$ cat config.mk
export PLATFORM = sky130hd
export DESIGN_NAME = instr_fetch
export DESIGN_NICKNAME = d
export VERILOG_FILES = /design/src/rtl/common_pkg.sv /design/src/rtl/instr_fetch_pkg.sv /design/src/rtl/instr_fetch.sv
export SDC_FILE = /design/constraint.sdc
export NUM_CORES = 1
export LEC_CHECK = 0
export ABC_AREA = 1
export ABC_CLOCK_PERIOD_IN_PS = 7130
export CAP_MARGIN = 20
export CORE_UTILIZATION = 50
export CTS_BUF_LIST = sky130_fd_sc_hd__clkbuf_2 sky130_fd_sc_hd__clkbuf_4 sky130_fd_sc_hd__clkbuf_8
export CTS_CLUSTER_DIAMETER = 60
export DETAILED_ROUTE_END_ITERATION = 16
export PLACE_DENSITY = 0.84
export SYNTH_ARGS = -nofsm -noshare
export SYNTH_HDL_FRONTEND = slang
export SYNTH_SLANG_ARGS = --single-unit
$ cat constraint.sdc
create_clock -name clk -period 7.13 [get_ports clk]
set_clock_uncertainty 0.15 [all_clocks]
set_input_delay 1.426 -clock clk [delete_from_list [all_inputs] [get_ports clk]]
set_output_delay 1.426 -clock clk [all_outputs]
set_load 0.02 [all_outputs]
$ cat src/rtl/common_pkg.sv
// Common scalar typedefs shared across the pipeline.
package common_pkg;

  typedef logic [31:0] u32;
  typedef logic [63:0] u64;

endpackage : common_pkg

$ cat src/rtl/instr_fetch_pkg.sv
// Pipeline types for the fetch stage: FSM state encoding, the
// fetch-to-decode bundle and the NOP instruction constant.
package instr_fetch_pkg;

  import common_pkg::*;

  typedef enum logic [2:0] {
    IDLE = 3'd0,
    REQ  = 3'd1,
    WAIT = 3'd2,
    HOLD = 3'd3,
    DROP = 3'd4
  } fetch_state_t;

  typedef struct packed {
    logic valid;
    u64   pc;
    u32   raw_instr;
    logic misalign;
  } fetch_bundle_t;

  // addi x0, x0, 0
  localparam u32 NOP_INSTR = 32'h0000_0013;

endpackage : instr_fetch_pkg

$ cat src/rtl/instr_fetch.sv
// Instruction fetch stage: issues one instruction-bus request at a time,
// holds the returned word for decode, and handles redirects with priority
// over every other event (squashing or dropping in-flight data).
// Optional feature macro: FETCH_MISALIGN_EXC_EN -- when defined, a misaligned
// pc is not fetched but delivered to decode as a NOP flagged out_misalign;
// when undefined, redirect targets are forced word-aligned and out_misalign
// is always 0.
module instr_fetch
  import common_pkg::*;
  import instr_fetch_pkg::*;
#(
  parameter logic [63:0] PC_RESET = 64'h0000_0000_8000_0000
) (
  input  logic        clk,
  input  logic        reset,
  output logic        ireq_valid,
  output logic [63:0] ireq_addr,
  input  logic        iresp_addr_ok,
  input  logic        iresp_data_ok,
  input  logic [31:0] iresp_data,
  input  logic        redirect_valid,
  input  logic [63:0] redirect_pc,
  output logic        out_valid,
  input  logic        out_ready,
  output logic [63:0] out_pc,
  output logic [31:0] out_raw_instr,
  output logic        out_misalign
);

  fetch_state_t  state_q, state_d;
  u64            pc_q, pc_d;
  fetch_bundle_t out_q, out_d;
  logic          pc_misaligned;

`ifdef FETCH_MISALIGN_EXC_EN
  // Misaligned targets are kept so they can be reported to decode.
  function automatic u64 redirect_target(input u64 rpc);
    return rpc;
  endfunction

  assign pc_misaligned = (pc_q[1:0] != 2'b00);
`else
  // Without misalignment reporting the low bits are simply dropped.
  function automatic u64 redirect_target(input u64 rpc);
    return {rpc[63:2], 2'b00};
  endfunction

  assign pc_misaligned = 1'b0;
`endif

  // State, pc and decode-facing registers; reset abandons any transaction.
  always_ff @(posedge clk or posedge reset) begin
    if (reset) begin
      state_q <= IDLE;
      pc_q    <= PC_RESET;
      out_q   <= '0;
    end else begin
      state_q <= state_d;
      pc_q    <= pc_d;
      out_q   <= out_d;
    end
  end

  // Next-state, pc update, capture and bus request; redirect wins everywhere.
  always_comb begin
    state_d    = state_q;
    pc_d       = pc_q;
    out_d      = out_q;
    ireq_valid = 1'b0;
    ireq_addr  = '0;

    unique case (state_q)
      IDLE: begin
        state_d = REQ;
        if (redirect_valid) begin
          pc_d = redirect_target(redirect_pc);
        end
      end

      REQ: begin
        if (pc_misaligned) begin
          // No bus request for a misaligned pc; hand decode a flagged NOP.
          if (redirect_valid) begin
            pc_d = redirect_target(redirect_pc);
          end else begin
            out_d = '{valid: 1'b1, pc: pc_q, raw_instr: NOP_INSTR, misalign: 1'b1};
            state_d = HOLD;
          end
        end else begin
          ireq_valid = 1'b1;
          ireq_addr  = pc_q;
          if (redirect_valid) begin
            pc_d = redirect_target(redirect_pc);
            // An accepted request whose data has not yet returned must be drained.
            if (iresp_addr_ok && !iresp_data_ok) begin
              state_d = DROP;
            end
          end else if (iresp_addr_ok && iresp_data_ok) begin
            out_d   = '{valid: 1'b1, pc: pc_q, raw_instr: iresp_data, misalign: 1'b0};
            state_d = HOLD;
          end else if (iresp_addr_ok) begin
            state_d = WAIT;
          end
        end
      end

      WAIT: begin
        if (redirect_valid) begin
          pc_d    = redirect_target(redirect_pc);
          state_d = iresp_data_ok ? REQ : DROP;
        end else if (iresp_data_ok) begin
          out_d   = '{valid: 1'b1, pc: pc_q, raw_instr: iresp_data, misalign: 1'b0};
          state_d = HOLD;
        end
      end

      HOLD: begin
        if (redirect_valid) begin
          out_d.valid    = 1'b0;
          out_d.misalign = 1'b0;
          pc_d           = redirect_target(redirect_pc);
          state_d        = REQ;
        end else if (out_ready) begin
          out_d.valid    = 1'b0;
          out_d.misalign = 1'b0;
          pc_d           = pc_q + 64'd4;
          state_d        = REQ;
        end
      end

      DROP: begin
        if (redirect_valid) begin
          pc_d = redirect_target(redirect_pc);
        end
        if (iresp_data_ok) begin
          state_d = REQ;
        end
      end

      default: begin
        state_d = IDLE;
      end
    endcase
  end

  assign out_valid     = out_q.valid;
  assign out_pc        = out_q.pc;
  assign out_raw_instr = out_q.raw_instr;
  assign out_misalign  = out_q.misalign;

endmodule : instr_fetch

; After elaboration in Yosys (flattened, before gate mapping)
; Cells that the tools add are included.
[totals]
ff_bits = 165
output_inout_bits = 163
wordCells = 59
[classes]
add_sub_neg = 1
eq_ne = 14
n_mux = 26
n_reduce_logical = 12
[ops]
columns = operator, count
row1 = 2-to-1 mux 98 bit, 4
row2 = 2-to-1 mux 64 bit, 4
row3 = case mux 96 bit (2 select lines), 1
row4 = case mux 64 bit (2 select lines), 1
row5 = adder 64 x 3 -> 64 bit (second input constant), 1
row6 = 2-to-1 mux 3 bit, 10
row7 = case mux 3 bit (5 select lines), 1
row8 = inequality test 2 bit (second input constant), 5
row9 = AND reduction 5 bit, 2
row10 = inequality test 3 bit (second input constant), 3
row11 = equality test 3 x 2 -> 1 bit (second input constant), 2
row12 = case mux 1 bit (3 select lines), 2
row13 = AND reduction 6 bit, 1
row14 = inequality test 4 bit (second input constant), 1
row15 = nonzero test 2 bit, 2
row16 = OR reduction 4 bit, 1
row17 = equality test 3 x 1 -> 1 bit (second input constant), 1
row18 = equality test 3 bit (second input constant), 1
row19 = logical NOT 3 bit, 1
row20 = 2-to-1 mux 1 bit, 3
row21 = AND reduction 3 bit, 1
row22 = nonzero test 3 bit, 1
row23 = logical AND 1 bit, 2
row24 = inequality test 2 x 1 -> 1 bit (second input constant), 1
row25 = logical NOT 1 bit, 1

; Logic depth before layout (Yosys ltp)
; Gate-level depths: netlist of run 1.
[depth]
depth_word = 5
depth_mapped = 12

; Least setup slack after synthesis of run 1
; No wires, ideal clock.
[synth_timing]
kind = register -> output
from = register state_q[1]
to = output ireq_addr[54]
arrival_ns = 1.295
required_ns = 5.554
path_slack_ns = 4.259
path_stages_with_launch = 6
path_buffers = 2
cell_sequence = dfrtp_1 inv_2 nand3_4 clkbuf_1 clkbuf_1 nor2_1
[synth_between]
elab_chain_cells = 2
[synth_rtl]
columns = item, line_no
row1 = start: declaration, instr_fetch.sv:30  ; fetch_state_t state_q, state_d;
row2 = start signal: assignment, instr_fetch.sv:58  ; state_q <= state_d;
row3 = equality test 3 x 1 -> 1 bit, instr_fetch.sv:72  ; unique case (state_q)
row4 = 2-to-1 mux 64 bit, instr_fetch.sv:72
row5 = end: declaration, instr_fetch.sv:17  ; output logic [63:0] ireq_addr,
; No other way between the ends.

; Worst setup path in the final report of run 1
[layout_timing]
from = register state_q[1]
to = output ireq_addr[25]
; The elaborated chain is that of the path after synthesis.

==> impl_metrics.prom, run 1 <==
# TYPE chip_impl_metric gauge
chip_impl_metric{name="synth.top_cell.area_share",unit=""} 0.4198
chip_impl_metric{name="period_needed",unit="ps"} 4333
chip_impl_metric{name="syn-cell-area",unit="mm²"} 0.009478
chip_impl_metric{name="clock_power_share",unit=""} 0.128
chip_impl_metric{name="drt_pass1_iterations",unit=""} 6
chip_impl_metric{name="yosysSeqAreaShare",unit=""} 0.4226
chip_impl_metric{name="grt_start_max_net_pins",unit=""} 114
chip_impl_metric{name="placement_rows",unit=""} 49
chip_impl_metric{name="share_comb_of_total_power",unit=""} 0.569
chip_impl_metric{name="postCtsSetupBuffers",unit=""} 0
chip_impl_metric{name="io_buffers",unit=""} 257
chip_impl_info{name="final_common_cell",value="sky130_fd_sc_hd__nand2_1"} 1
chip_impl_metric{name="first_iter_violations",unit=""} 894
chip_impl_metric{name="design.portCount",unit=""} 265
chip_impl_metric{name="synth-seq-cells",unit=""} 160
chip_impl_metric{name="total_leakage_power",unit="nW"} 5.817
chip_impl_info{name="endpoint",value="ireq_addr[25]"} 1
chip_impl_metric{name="power_density",unit="mW/mm²"} 459.5
chip_impl_metric{name="drt-wirelength-per-cell",unit="µm"} 16.99
chip_impl_metric{name="netlist_instances",unit=""} 1379
chip_impl_metric{name="layout_cell_share_with_drive_strength_beyond_1",unit=""} 0.05977
chip_impl_metric{name="timing.fmax",unit="MHz"} 230.8
chip_impl_metric{name="vias",unit=""} 9894
chip_impl_metric{name="synthDistinctLibCells",unit=""} 37
chip_impl_metric{name="die-area",unit="mm²"} 0.01951
chip_impl_metric{name="number_of_buffers_added_to_fix_hold_violations_after_cts",unit=""} 0
chip_impl_metric{name="worst_slew_pin_slew",unit="ps"} 1062
chip_impl_metric{name="synth_area_per_cell",unit="µm²"} 6.873
chip_impl_metric{name="design.core.area",unit="mm²"} 0.01827
chip_impl_info{name="synth.area.top_cells",value="sky130_fd_sc_hd__dfrtp_1, sky130_fd_sc_hd__nand2_1, sky130_fd_sc_hd__nor2_1"} 1
chip_impl_metric{name="clkSlewWorstSetupHoldPaths",unit="ps"} 100
chip_impl_info{name="critPathLaunch",value="state_q[1]"} 1
chip_impl_info{name="status",value="completed"} 1
chip_impl_metric{name="period_share",unit=""} 0.6077
chip_impl_metric{name="finalHoldViolations",unit=""} 0
chip_impl_metric{name="worst-r2r-cell-count",unit=""} 11
chip_impl_metric{name="die_h",unit="µm"} 139.7
chip_impl_metric{name="die-width",unit="µm"} 139.7
chip_impl_metric{name="groute.usage.overall",unit=""} 0.3283
chip_impl_metric{name="cts.sink_count",unit=""} 160
chip_impl_metric{name="crit_path_max_fanout",unit=""} 42
chip_impl_metric{name="switching_power_summed_over_all_nets",unit="mW"} 2.772
chip_impl_metric{name="total_power",unit="mW"} 5.714
chip_impl_metric{name="cts_repair_resize_count",unit=""} 0
chip_impl_metric{name="report.final.setup_viol",unit=""} 0
chip_impl_info{name="end_kind",value="primary output"} 1
chip_impl_metric{name="worstSkewPairLatency",unit="ps"} 480
chip_impl_metric{name="nNetsFinal",unit=""} 1713
chip_impl_metric{name="power_report.internal_total",unit="mW"} 2.942
chip_impl_metric{name="overall_overflow_remaining_after_global_route",unit=""} 0
chip_impl_metric{name="cts_made_buffers",unit=""} 17
chip_impl_metric{name="ys_warn_count",unit=""} 0
chip_impl_metric{name="antenna_found_initial",unit=""} 0
chip_impl_metric{name="timing.max_cap.violations",unit=""} 0
chip_impl_metric{name="power.sequential.fraction",unit=""} 0.302
chip_impl_metric{name="drc",unit=""} 0
chip_impl_info{name="timing.setup.critical_path_class",value="reg2out"} 1
chip_impl_metric{name="gp_congestion",unit=""} 0.9850
chip_impl_metric{name="cp_data_required_time",unit="ps"} 5550
chip_impl_info{name="crit-reg2reg-capture",value="pc_q[28]"} 1
chip_impl_info{name="clk_root_buffer_cell",value="sky130_fd_sc_hd__clkbuf_8"} 1
chip_impl_metric{name="cts.path.max_buffers",unit=""} 2
chip_impl_metric{name="via_count_of_the_first_global_routing_pass",unit=""} 9103
chip_impl_metric{name="crit_arrival",unit="ps"} 2760
chip_impl_info{name="hold_class",value="reg2reg"} 1
chip_impl_info{name="cts_tree",value="built"} 1
chip_impl_metric{name="setup.reg_to_reg.worst_slack",unit="ps"} 4080
chip_impl_metric{name="number_of_pins_with_negative_max_slew_slack_in_the_final_report",unit=""} 0
chip_impl_metric{name="viasPerCell",unit=""} 5.342
chip_impl_metric{name="setup_total_negative_slack",unit="ps"} 0
chip_impl_info{name="synthDominantAreaCellType",value="sky130_fd_sc_hd__dfrtp_1"} 1
chip_impl_metric{name="wire_length_of_the_first_global_routing_pass",unit="µm"} 49440
chip_impl_info{name="reg2reg_from",value="state_q[1]"} 1
chip_impl_metric{name="power.ir.vdd_worst",unit="µV"} 277.5
chip_impl_metric{name="antenna-diode-count",unit=""} 0
chip_impl_info{name="grt_setup_unrepaired",value="no"} 1
chip_impl_metric{name="htree_levels",unit=""} 4
chip_impl_info{name="mostFrequentLayoutCells",value="sky130_fd_sc_hd__nand2_1, sky130_fd_sc_hd__nor2_1, sky130_fd_sc_hd__clkdlybuf4s50_1"} 1
chip_impl_metric{name="floorplan.initialDensity",unit=""} 0.5188
chip_impl_info{name="startpoint_type",value="register"} 1
chip_impl_metric{name="areaGrowthSynthToFinish",unit="%"} 31.19
chip_impl_metric{name="dp.final_hpwl",unit="µm"} 23950
chip_impl_metric{name="postRouteAntennaNets",unit=""} 0
chip_impl_metric{name="final_routed_wirelength",unit="µm"} 31470
chip_impl_metric{name="p_sw_frac",unit=""} 0.4851
chip_impl_metric{name="maxSlewHeadroom",unit=""} 0.2922
## routing by layer
metal / up-vias / track usage / part of all wire
li1: 4773 / - / -
met1: 4640 / 0.4352 / 0.42
met2: 441 / 0.5389 / 0.47
met3: 40 / 0.06263 / 0.087
met4: 0 / 0.1099 / 0.022
met5: - / 0 / 0
## Yosys cell counts
cell,n
sky130_fd_sc_hd__nor3_2,1
sky130_fd_sc_hd__o22ai_1,1
sky130_fd_sc_hd__nor3b_1,1
sky130_fd_sc_hd__dfrtp_1,159
sky130_fd_sc_hd__nand3b_1,1
sky130_fd_sc_hd__nor3_1,7
sky130_fd_sc_hd__ha_1,1
sky130_fd_sc_hd__nor2_2,7
sky130_fd_sc_hd__o211ai_1,9
sky130_fd_sc_hd__buf_4,14
sky130_fd_sc_hd__o221ai_1,1
sky130_fd_sc_hd__clkbuf_2,1
sky130_fd_sc_hd__a31oi_1,1
sky130_fd_sc_hd__nand2_4,3
sky130_fd_sc_hd__buf_2,11
sky130_fd_sc_hd__o21ai_0,20
sky130_fd_sc_hd__inv_1,134
sky130_fd_sc_hd__nor2_4,10
sky130_fd_sc_hd__dfstp_2,1
sky130_fd_sc_hd__o21ai_2,20
sky130_fd_sc_hd__a211oi_1,1
sky130_fd_sc_hd__clkbuf_1,16
sky130_fd_sc_hd__nand3_2,2
sky130_fd_sc_hd__buf_6,14
sky130_fd_sc_hd__nand3_4,2
sky130_fd_sc_hd__nand2_2,4
sky130_fd_sc_hd__o211ai_4,1
sky130_fd_sc_hd__xor2_1,12
sky130_fd_sc_hd__inv_2,4
sky130_fd_sc_hd__conb_1,1
sky130_fd_sc_hd__a21oi_1,4
sky130_fd_sc_hd__o21ai_1,99
sky130_fd_sc_hd__nand3_1,83
sky130_fd_sc_hd__nor2_1,262
sky130_fd_sc_hd__nand4_1,16
sky130_fd_sc_hd__inv_4,2
sky130_fd_sc_hd__nand2_1,453
## registers in the layout, indices dropped and copies added (netlist names)
name and cells:
out_pc 62, out_raw_instr 32, out_valid 1, pc_q 62, state_q 3
## worst max-delay path: stages (launching register included)
cell	delay, ps
sky130_fd_sc_hd__dfrtp_1	420
sky130_fd_sc_hd__inv_2	110
sky130_fd_sc_hd__nand3_4	410
sky130_fd_sc_hd__buf_4	420
sky130_fd_sc_hd__nor2_1	240
sky130_fd_sc_hd__clkdlybuf4s50_1	660
## power groups by stage
stage / Clock [mW] / Sequential, mW / Combinational [mW]
after floorplan: 0 / 1.95 / 1.74
after global placement: 0 / 1.71 / 3.18
after detailed placement: 0 / 1.73 / 3.25
after CTS: 0.733 / 1.72 / 3.26
after global routing: 0.769 / 1.79 / 3.56
final: 0.733 / 1.73 / 3.25
## metrics by stage
step	std cells	setup slack [ps]	hold WS, ps	cell area (µm²)	util
3_5_place_dp	1820	2670	320.5	12030	0.6583
5_1_grt	1852	2646	365.1	12430	0.6806
4_1_cts	1852	2756	341.4	12430	0.6806
3_3_place_gp	1820	2731	309.7	12030	0.6583
2_1_floorplan	1383	1236	317.1	9493	-
6_report	1852	2797	339.4	12430	0.6806
## area by class of cell
type / instances / area [µm²]
fill: 1620 / 5836
tap: 229 / 286.5
clock buffer: 17 / 234.0
multi-input combinational: 1027 / 4574
clock inverter: 15 / 173.9
timing repair buffer: 264 / 2625
sequential: 160 / 4005
inverter: 140 / 535.5
## cells by family after synthesis
family	count (synthesis)	share of synthesized area
AND/OR/NAND/NOR	852	0.3724
buffers and inverters	196	0.09637
flip-flops	160	0.4226
AO/OA/AOI/OAI	157	0.09584
XOR/XNOR	12	0.01109
adder cells (fa/ha/maj)	1	0.001320
other	1	0.0003957
## how the worst min path moves through the flow
stage,start,endpoint,slack (ps),cells past startpoint
6_report,out_raw_instr[0],out_raw_instr[0],340,2
5_1_grt,out_raw_instr[7],out_raw_instr[7],370,2
4_1_cts,out_raw_instr[0],out_raw_instr[0],340,2
3_5_place_dp,out_valid,out_valid,320,2
3_3_place_gp,out_valid,out_valid,310,2
2_1_floorplan,pc_q[63],pc_q[63],320,2
No activity file was read; power rests on OpenSTA's default activity.
==> run 2, diff against run 1 <==
Settings changed: ABC_CLOCK_PERIOD_IN_PS 7130 to 3700, CORE_UTILIZATION 50 to 45, PLACE_DENSITY 0.84 to 0.8.
Clock period 7.13 ns to 3.7 ns, I/O delays scaled along.
==> impl_metrics.prom, run 2 (same netlist as run 1, synthesis figures left out) <==
# TYPE chip_impl_metric gauge
chip_impl_metric{name="overall_overflow_remaining_after_global_route",unit=""} 0
chip_impl_metric{name="worst_slew_pin_slew",unit="ps"} 768.6
chip_impl_info{name="cts_tree",value="built"} 1
chip_impl_metric{name="die_h",unit="µm"} 147.1
chip_impl_metric{name="number_of_buffers_added_to_fix_hold_violations_after_cts",unit=""} 0
chip_impl_metric{name="io_buffers",unit=""} 257
chip_impl_metric{name="viasPerCell",unit=""} 5.077
chip_impl_metric{name="postCtsSetupBuffers",unit=""} 0
chip_impl_metric{name="crit_arrival",unit="ps"} 2570
chip_impl_metric{name="die-width",unit="µm"} 147.1
chip_impl_metric{name="antenna-diode-count",unit=""} 0
chip_impl_info{name="startpoint_type",value="register"} 1
chip_impl_metric{name="first_iter_violations",unit=""} 747
chip_impl_metric{name="cts_repair_resize_count",unit=""} 0
chip_impl_info{name="final_common_cell",value="sky130_fd_sc_hd__nand2_1"} 1
chip_impl_metric{name="crit_path_max_fanout",unit=""} 64
chip_impl_metric{name="power.ir.vdd_worst",unit="µV"} 535.8
chip_impl_metric{name="number_of_pins_with_negative_max_slew_slack_in_the_final_report",unit=""} 0
chip_impl_metric{name="design.core.area",unit="mm²"} 0.02043
chip_impl_metric{name="finalHoldViolations",unit=""} 0
chip_impl_info{name="timing.setup.critical_path_class",value="reg2out"} 1
chip_impl_info{name="end_kind",value="primary output"} 1
chip_impl_metric{name="htree_levels",unit=""} 4
chip_impl_metric{name="cts.sink_count",unit=""} 160
chip_impl_info{name="critPathLaunch",value="state_q[1]"} 1
chip_impl_metric{name="stdcell_area",unit="mm²"} 0.01252
chip_impl_metric{name="worstSkewPairLatency",unit="ps"} 480
chip_impl_metric{name="postRouteAntennaNets",unit=""} 0
chip_impl_metric{name="maxSlewHeadroom",unit=""} 0.4876
chip_impl_metric{name="final_routed_wirelength",unit="µm"} 30850
chip_impl_info{name="hold_class",value="reg2reg"} 1
chip_impl_info{name="grt_setup_unrepaired",value="no"} 1
chip_impl_metric{name="via_count_of_the_first_global_routing_pass",unit=""} 8805
chip_impl_info{name="reg2reg_from",value="state_q[1]"} 1
chip_impl_metric{name="die-area",unit="mm²"} 0.02165
chip_impl_metric{name="cp_data_required_time",unit="ps"} 2810
chip_impl_metric{name="total_leakage_power",unit="nW"} 5.832
chip_impl_metric{name="placement_rows",unit=""} 52
chip_impl_metric{name="drt_pass1_iterations",unit=""} 5
chip_impl_metric{name="timing.fmax",unit="MHz"} 288.7
chip_impl_metric{name="grt_start_max_net_pins",unit=""} 113
chip_impl_metric{name="post_dp_cell_area",unit="mm²"} 0.01215
chip_impl_metric{name="areaGrowthSynthToFinish",unit="%"} 32.13
chip_impl_metric{name="period_share",unit=""} 0.9363
chip_impl_metric{name="fillCellCount",unit=""} 1898
chip_impl_info{name="timing.hold.worst.start",value="out_pc[49]"} 1
chip_impl_metric{name="design.portCount",unit=""} 265
chip_impl_metric{name="total_power",unit="mW"} 10.85
chip_impl_info{name="status",value="completed"} 1
chip_impl_metric{name="wire_length_of_the_first_global_routing_pass",unit="µm"} 47600
chip_impl_metric{name="floorplan.initialDensity",unit=""} 0.4639
chip_impl_metric{name="gp_congestion",unit=""} 0.9983
chip_impl_metric{name="sequential_cell_area",unit="mm²"} 0.004005
chip_impl_metric{name="timing.max_cap.violations",unit=""} 0
chip_impl_metric{name="power_density",unit="mW/mm²"} 866.4
chip_impl_metric{name="layout_cell_share_with_drive_strength_beyond_1",unit=""} 0.06092
chip_impl_info{name="mostFrequentLayoutCells",value="sky130_fd_sc_hd__nand2_1, sky130_fd_sc_hd__nor2_1, sky130_fd_sc_hd__clkdlybuf4s50_1"} 1
chip_impl_metric{name="period_needed",unit="ps"} 3464
chip_impl_metric{name="cts.path.max_buffers",unit=""} 2
chip_impl_metric{name="clkSlewWorstSetupHoldPaths",unit="ps"} 110
chip_impl_metric{name="dp.final_hpwl",unit="µm"} 23470
chip_impl_metric{name="setup_total_negative_slack",unit="ps"} 0
chip_impl_metric{name="groute.usage.overall",unit=""} 0.2849
chip_impl_metric{name="vias",unit=""} 9620
chip_impl_metric{name="antenna_found_initial",unit=""} 0
chip_impl_metric{name="cts_made_buffers",unit=""} 17
chip_impl_metric{name="drt-wirelength-per-cell",unit="µm"} 16.28
chip_impl_metric{name="nNetsFinal",unit=""} 1715
chip_impl_metric{name="multi_input_comb_area",unit="mm²"} 0.004574
chip_impl_metric{name="report.final.setup_viol",unit=""} 0
chip_impl_metric{name="drc",unit=""} 0
chip_impl_info{name="clk_root_buffer_cell",value="sky130_fd_sc_hd__clkbuf_8"} 1
==> run 2: per-layer routing <==
| metal | up-vias | GRT usage | share of wire |
|---|---|---|---|
| met2 | 398 | 0.4389 | 0.45 |
| li1 | 4772 | - | - |
| met3 | 50 | 0.06211 | 0.089 |
| met4 | 0 | 0.1046 | 0.027 |
| met5 | - | 0 | 0 |
| met1 | 4400 | 0.3927 | 0.43 |
==> run 2: layout make-up <==
class | count | area share
Tap cell | 270 | 0.02698
Clock buffer | 18 | 0.01978
Inverter | 140 | 0.04266
Multi-Input combinational cell | 1027 | 0.3653
Timing Repair Buffer | 266 | 0.2158
Sequential cell | 160 | 0.3198
Clock inverter | 14 | 0.009691
==> run 2: path summary, 6_finish.rpt <==
path,to,slack (ps),cells after the start
max in group asynchronous,pc_q[44],2010,3
min in group asynchronous,out_pc[4],580,2
setup reg to reg,pc_q[55],880,12
hold / removal,out_pc[49],340,2
hold reg to reg,out_pc[49],340,2
setup / recovery,ireq_addr[32],240,4
==> run 2: worst max-delay path, stage by stage (launching register included) <==
cell	delay, ps
sky130_fd_sc_hd__dfrtp_1	420
sky130_fd_sc_hd__inv_2	110
sky130_fd_sc_hd__nand3_4	560
sky130_fd_sc_hd__nor2_1	330
sky130_fd_sc_hd__clkdlybuf4s50_1	650
==> run 2: through the flow <==
step	hold slack [ps]	cells	worst slack (ps)	utilization
floorplan	317.1	1383	782.0	-
global placement	311.7	1863	790.4	0.5949
detailed placement	317.1	1863	736.5	0.5949
CTS	339.4	1895	197.4	0.6130
global route	358.7	1895	36.17	0.6130
finish	335.4	1895	235.9	0.6130
==> run 2: power breakdown <==
| group | internal, mW | switching, mW | leakage (nW) | total (mW) |
|---|---|---|---|---|
| combinational | 2.49 | 3.77 | 3.68 | 6.26 |
| sequential | 2.59 | 0.721 | 1.96 | 3.31 |
| clock | 0.505 | 0.766 | 0.190 | 1.27 |
==> run 3, diff against run 2 <==
Settings changed: RECOVER_POWER set to 25.
==> impl_metrics.prom, run 3 (same netlist as run 1, synthesis figures left out) <==
# TYPE chip_impl_metric gauge
chip_impl_info{name="timing.setup.critical_path_class",value="reg2out"} 1
chip_impl_info{name="grt_setup_unrepaired",value="no"} 1
chip_impl_metric{name="nNetsFinal",unit=""} 1715
chip_impl_metric{name="finalHoldViolations",unit=""} 0
chip_impl_metric{name="antenna_found_initial",unit=""} 0
chip_impl_metric{name="die-area",unit="mm²"} 0.02165
chip_impl_metric{name="design.portCount",unit=""} 265
chip_impl_info{name="crit_chain",value="inv_2, nand3_4, nor2_1, clkdlybuf4s50_1"} 1
chip_impl_metric{name="cts.path.max_buffers",unit=""} 2
chip_impl_info{name="critPathSlowestCell",value="sky130_fd_sc_hd__clkdlybuf4s50_1"} 1
chip_impl_metric{name="maxSlewHeadroom",unit=""} 0.05714
chip_impl_metric{name="number_of_buffers_added_to_fix_hold_violations_after_cts",unit=""} 0
chip_impl_metric{name="power_density",unit="mW/mm²"} 867.6
chip_impl_info{name="end_kind",value="primary output"} 1
chip_impl_metric{name="die-width",unit="µm"} 147.1
chip_impl_metric{name="stdcell_area",unit="mm²"} 0.01249
chip_impl_metric{name="io_buffers",unit=""} 257
chip_impl_metric{name="placement_rows",unit=""} 52
chip_impl_metric{name="design.core.area",unit="mm²"} 0.02043
chip_impl_metric{name="cts.sink_count",unit=""} 160
chip_impl_metric{name="groute.usage.overall",unit=""} 0.2849
chip_impl_info{name="mostFrequentLayoutCells",value="sky130_fd_sc_hd__nand2_1, sky130_fd_sc_hd__nor2_1, sky130_fd_sc_hd__clkdlybuf4s50_1"} 1
chip_impl_metric{name="overall_overflow_remaining_after_global_route",unit=""} 0
chip_impl_metric{name="number_of_pins_with_negative_max_slew_slack_in_the_final_report",unit=""} 0
chip_impl_info{name="hold_class",value="reg2reg"} 1
chip_impl_metric{name="die_h",unit="µm"} 147.1
chip_impl_metric{name="drc",unit=""} 0
chip_impl_info{name="startpoint_type",value="register"} 1
chip_impl_metric{name="clkSlewWorstSetupHoldPaths",unit="ps"} 110
chip_impl_metric{name="drt_pass1_iterations",unit=""} 5
chip_impl_info{name="status",value="completed"} 1
chip_impl_metric{name="grt_start_max_net_pins",unit=""} 113
chip_impl_metric{name="setup_total_negative_slack",unit="ps"} 0
chip_impl_metric{name="vias",unit=""} 9655
chip_impl_metric{name="drt-wirelength-per-cell",unit="µm"} 16.27
chip_impl_metric{name="period_share",unit=""} 0.9364
chip_impl_metric{name="worst_slew_pin_slew",unit="ps"} 1414
chip_impl_metric{name="antenna-diode-count",unit=""} 0
chip_impl_metric{name="htree_levels",unit=""} 4
chip_impl_metric{name="timing.fmax",unit="MHz"} 288.6
chip_impl_metric{name="cp_data_required_time",unit="ps"} 2810
chip_impl_info{name="clk_root_buffer_cell",value="sky130_fd_sc_hd__clkbuf_8"} 1
chip_impl_metric{name="cts_repair_resize_count",unit=""} 0
chip_impl_metric{name="crit_arrival",unit="ps"} 2570
chip_impl_metric{name="power.ir.vdd_worst",unit="µV"} 535.5
chip_impl_metric{name="post_dp_cell_area",unit="mm²"} 0.01215
chip_impl_metric{name="crit_path_max_fanout",unit=""} 64
chip_impl_info{name="final_common_cell",value="sky130_fd_sc_hd__nand2_1"} 1
chip_impl_metric{name="worstSkewPairLatency",unit="ps"} 480
chip_impl_metric{name="hold_ws",unit="ps"} 335.0
chip_impl_info{name="cpLargestDelayFamily",value="simple AND/OR/NAND/NOR gates"} 1
chip_impl_metric{name="wire_length_of_the_first_global_routing_pass",unit="µm"} 47600
chip_impl_metric{name="worstPathBufferInverterCount",unit=""} 2
chip_impl_metric{name="via_count_of_the_first_global_routing_pass",unit=""} 8805
chip_impl_metric{name="dp.final_hpwl",unit="µm"} 23470
chip_impl_metric{name="layout_cell_share_with_drive_strength_beyond_1",unit=""} 0.06092
chip_impl_metric{name="areaGrowthSynthToFinish",unit="%"} 31.81
chip_impl_metric{name="cts_made_buffers",unit=""} 17
chip_impl_metric{name="timing.max_cap.violations",unit=""} 0
chip_impl_metric{name="gp_congestion",unit=""} 0.9983
chip_impl_info{name="cts_tree",value="built"} 1
chip_impl_metric{name="fillCellCount",unit=""} 1902
chip_impl_metric{name="finalCoreUtilization",unit=""} 0.6115
chip_impl_metric{name="period_needed",unit="ps"} 3465
chip_impl_metric{name="critical-path-max-stage-delay",unit="ps"} 650
chip_impl_metric{name="postCtsSetupBuffers",unit=""} 0
chip_impl_metric{name="final_routed_wirelength",unit="µm"} 30840
chip_impl_metric{name="floorplan.initialDensity",unit=""} 0.4639
chip_impl_metric{name="first_iter_violations",unit=""} 761
chip_impl_metric{name="report.final.setup_viol",unit=""} 0
chip_impl_metric{name="viasPerCell",unit=""} 5.095
chip_impl_metric{name="postRouteAntennaNets",unit=""} 0
chip_impl_metric{name="total_leakage_power",unit="nW"} 5.822
## run 3: changes by cell type in the layout (fill, tap and decap cells not counted)
cell	delta
sky130_fd_sc_hd__buf_12	-2
sky130_fd_sc_hd__clkdlybuf4s50_1	-1
sky130_fd_sc_hd__clkbuf_4	+1
sky130_fd_sc_hd__dlygate4sd3_1	+1
sky130_fd_sc_hd__clkinvlp_2	+1
sky130_fd_sc_hd__clkinvlp_4	-1
sky130_fd_sc_hd__buf_2	+1
## run 3: stage by stage
stage,setup WS [ps],instances,power (mW)
after floorplan,782.0,1383,7.101
after global placement,790.4,1863,9.461
after detailed placement,736.5,1863,9.599
after CTS,197.4,1895,10.89
after global routing,36.17,1895,11.64
final,235.4,1895,10.84
## run 3: final timing paths
path | start | end | slack, ps | depth (start not counted)
max in group asynchronous | reset | pc_q[50] | 560 | 3
worst max register to register | state_q[1] | pc_q[55] | 880 | 12
worst min register to register | out_pc[49] | out_pc[49] | 330 | 2
worst min-delay path | out_pc[49] | out_pc[49] | 330 | 2
min in group asynchronous | reset | out_pc[4] | 860 | 2
worst max-delay path | state_q[1] | ireq_addr[32] | 240 | 4
## run 3: cell type report
cell class	count	area, µm²	area share
clock buffers	18	247.7	0.01983
repair buffers	266	2675	0.2141
clock inverters	14	121.4	0.009715
flip-flops and latches	160	4005	0.3206
inverters	140	531.8	0.04256
multi-input cells	1027	4574	0.3662
well taps	270	337.8	0.02704
## run 3: worst reg2reg max path, stage by stage (launching register included)
cell and delay, ps:
sky130_fd_sc_hd__dfrtp_1 420, sky130_fd_sc_hd__inv_2 110, sky130_fd_sc_hd__nand3_4 560, sky130_fd_sc_hd__buf_4 420
sky130_fd_sc_hd__nand2_2 90, sky130_fd_sc_hd__inv_4 50, sky130_fd_sc_hd__nand2_1 50, sky130_fd_sc_hd__nand2_1 80
sky130_fd_sc_hd__nand2_4 100, sky130_fd_sc_hd__buf_4 410, sky130_fd_sc_hd__nor2_1 130, sky130_fd_sc_hd__nand2_1 80
sky130_fd_sc_hd__nand2_1 50
## run 3: per-layer routing
layer,part of all wire,vias to the layer above,global-route usage
met5,0,-,0
met4,0.031,0,0.1046
met3,0.086,57,0.06211
met2,0.45,403,0.4389
met1,0.44,4430,0.3927
li1,-,4765,-
## run 3: where the power goes
| part | internal (mW) | leakage (nW) | total, mW | switching, mW |
|---|---|---|---|---|
| logic | 2.49 | 3.67 | 6.26 | 3.77 |
| registers | 2.59 | 1.96 | 3.31 | 0.722 |
| clock network | 0.505 | 0.190 | 1.26 | 0.757 |
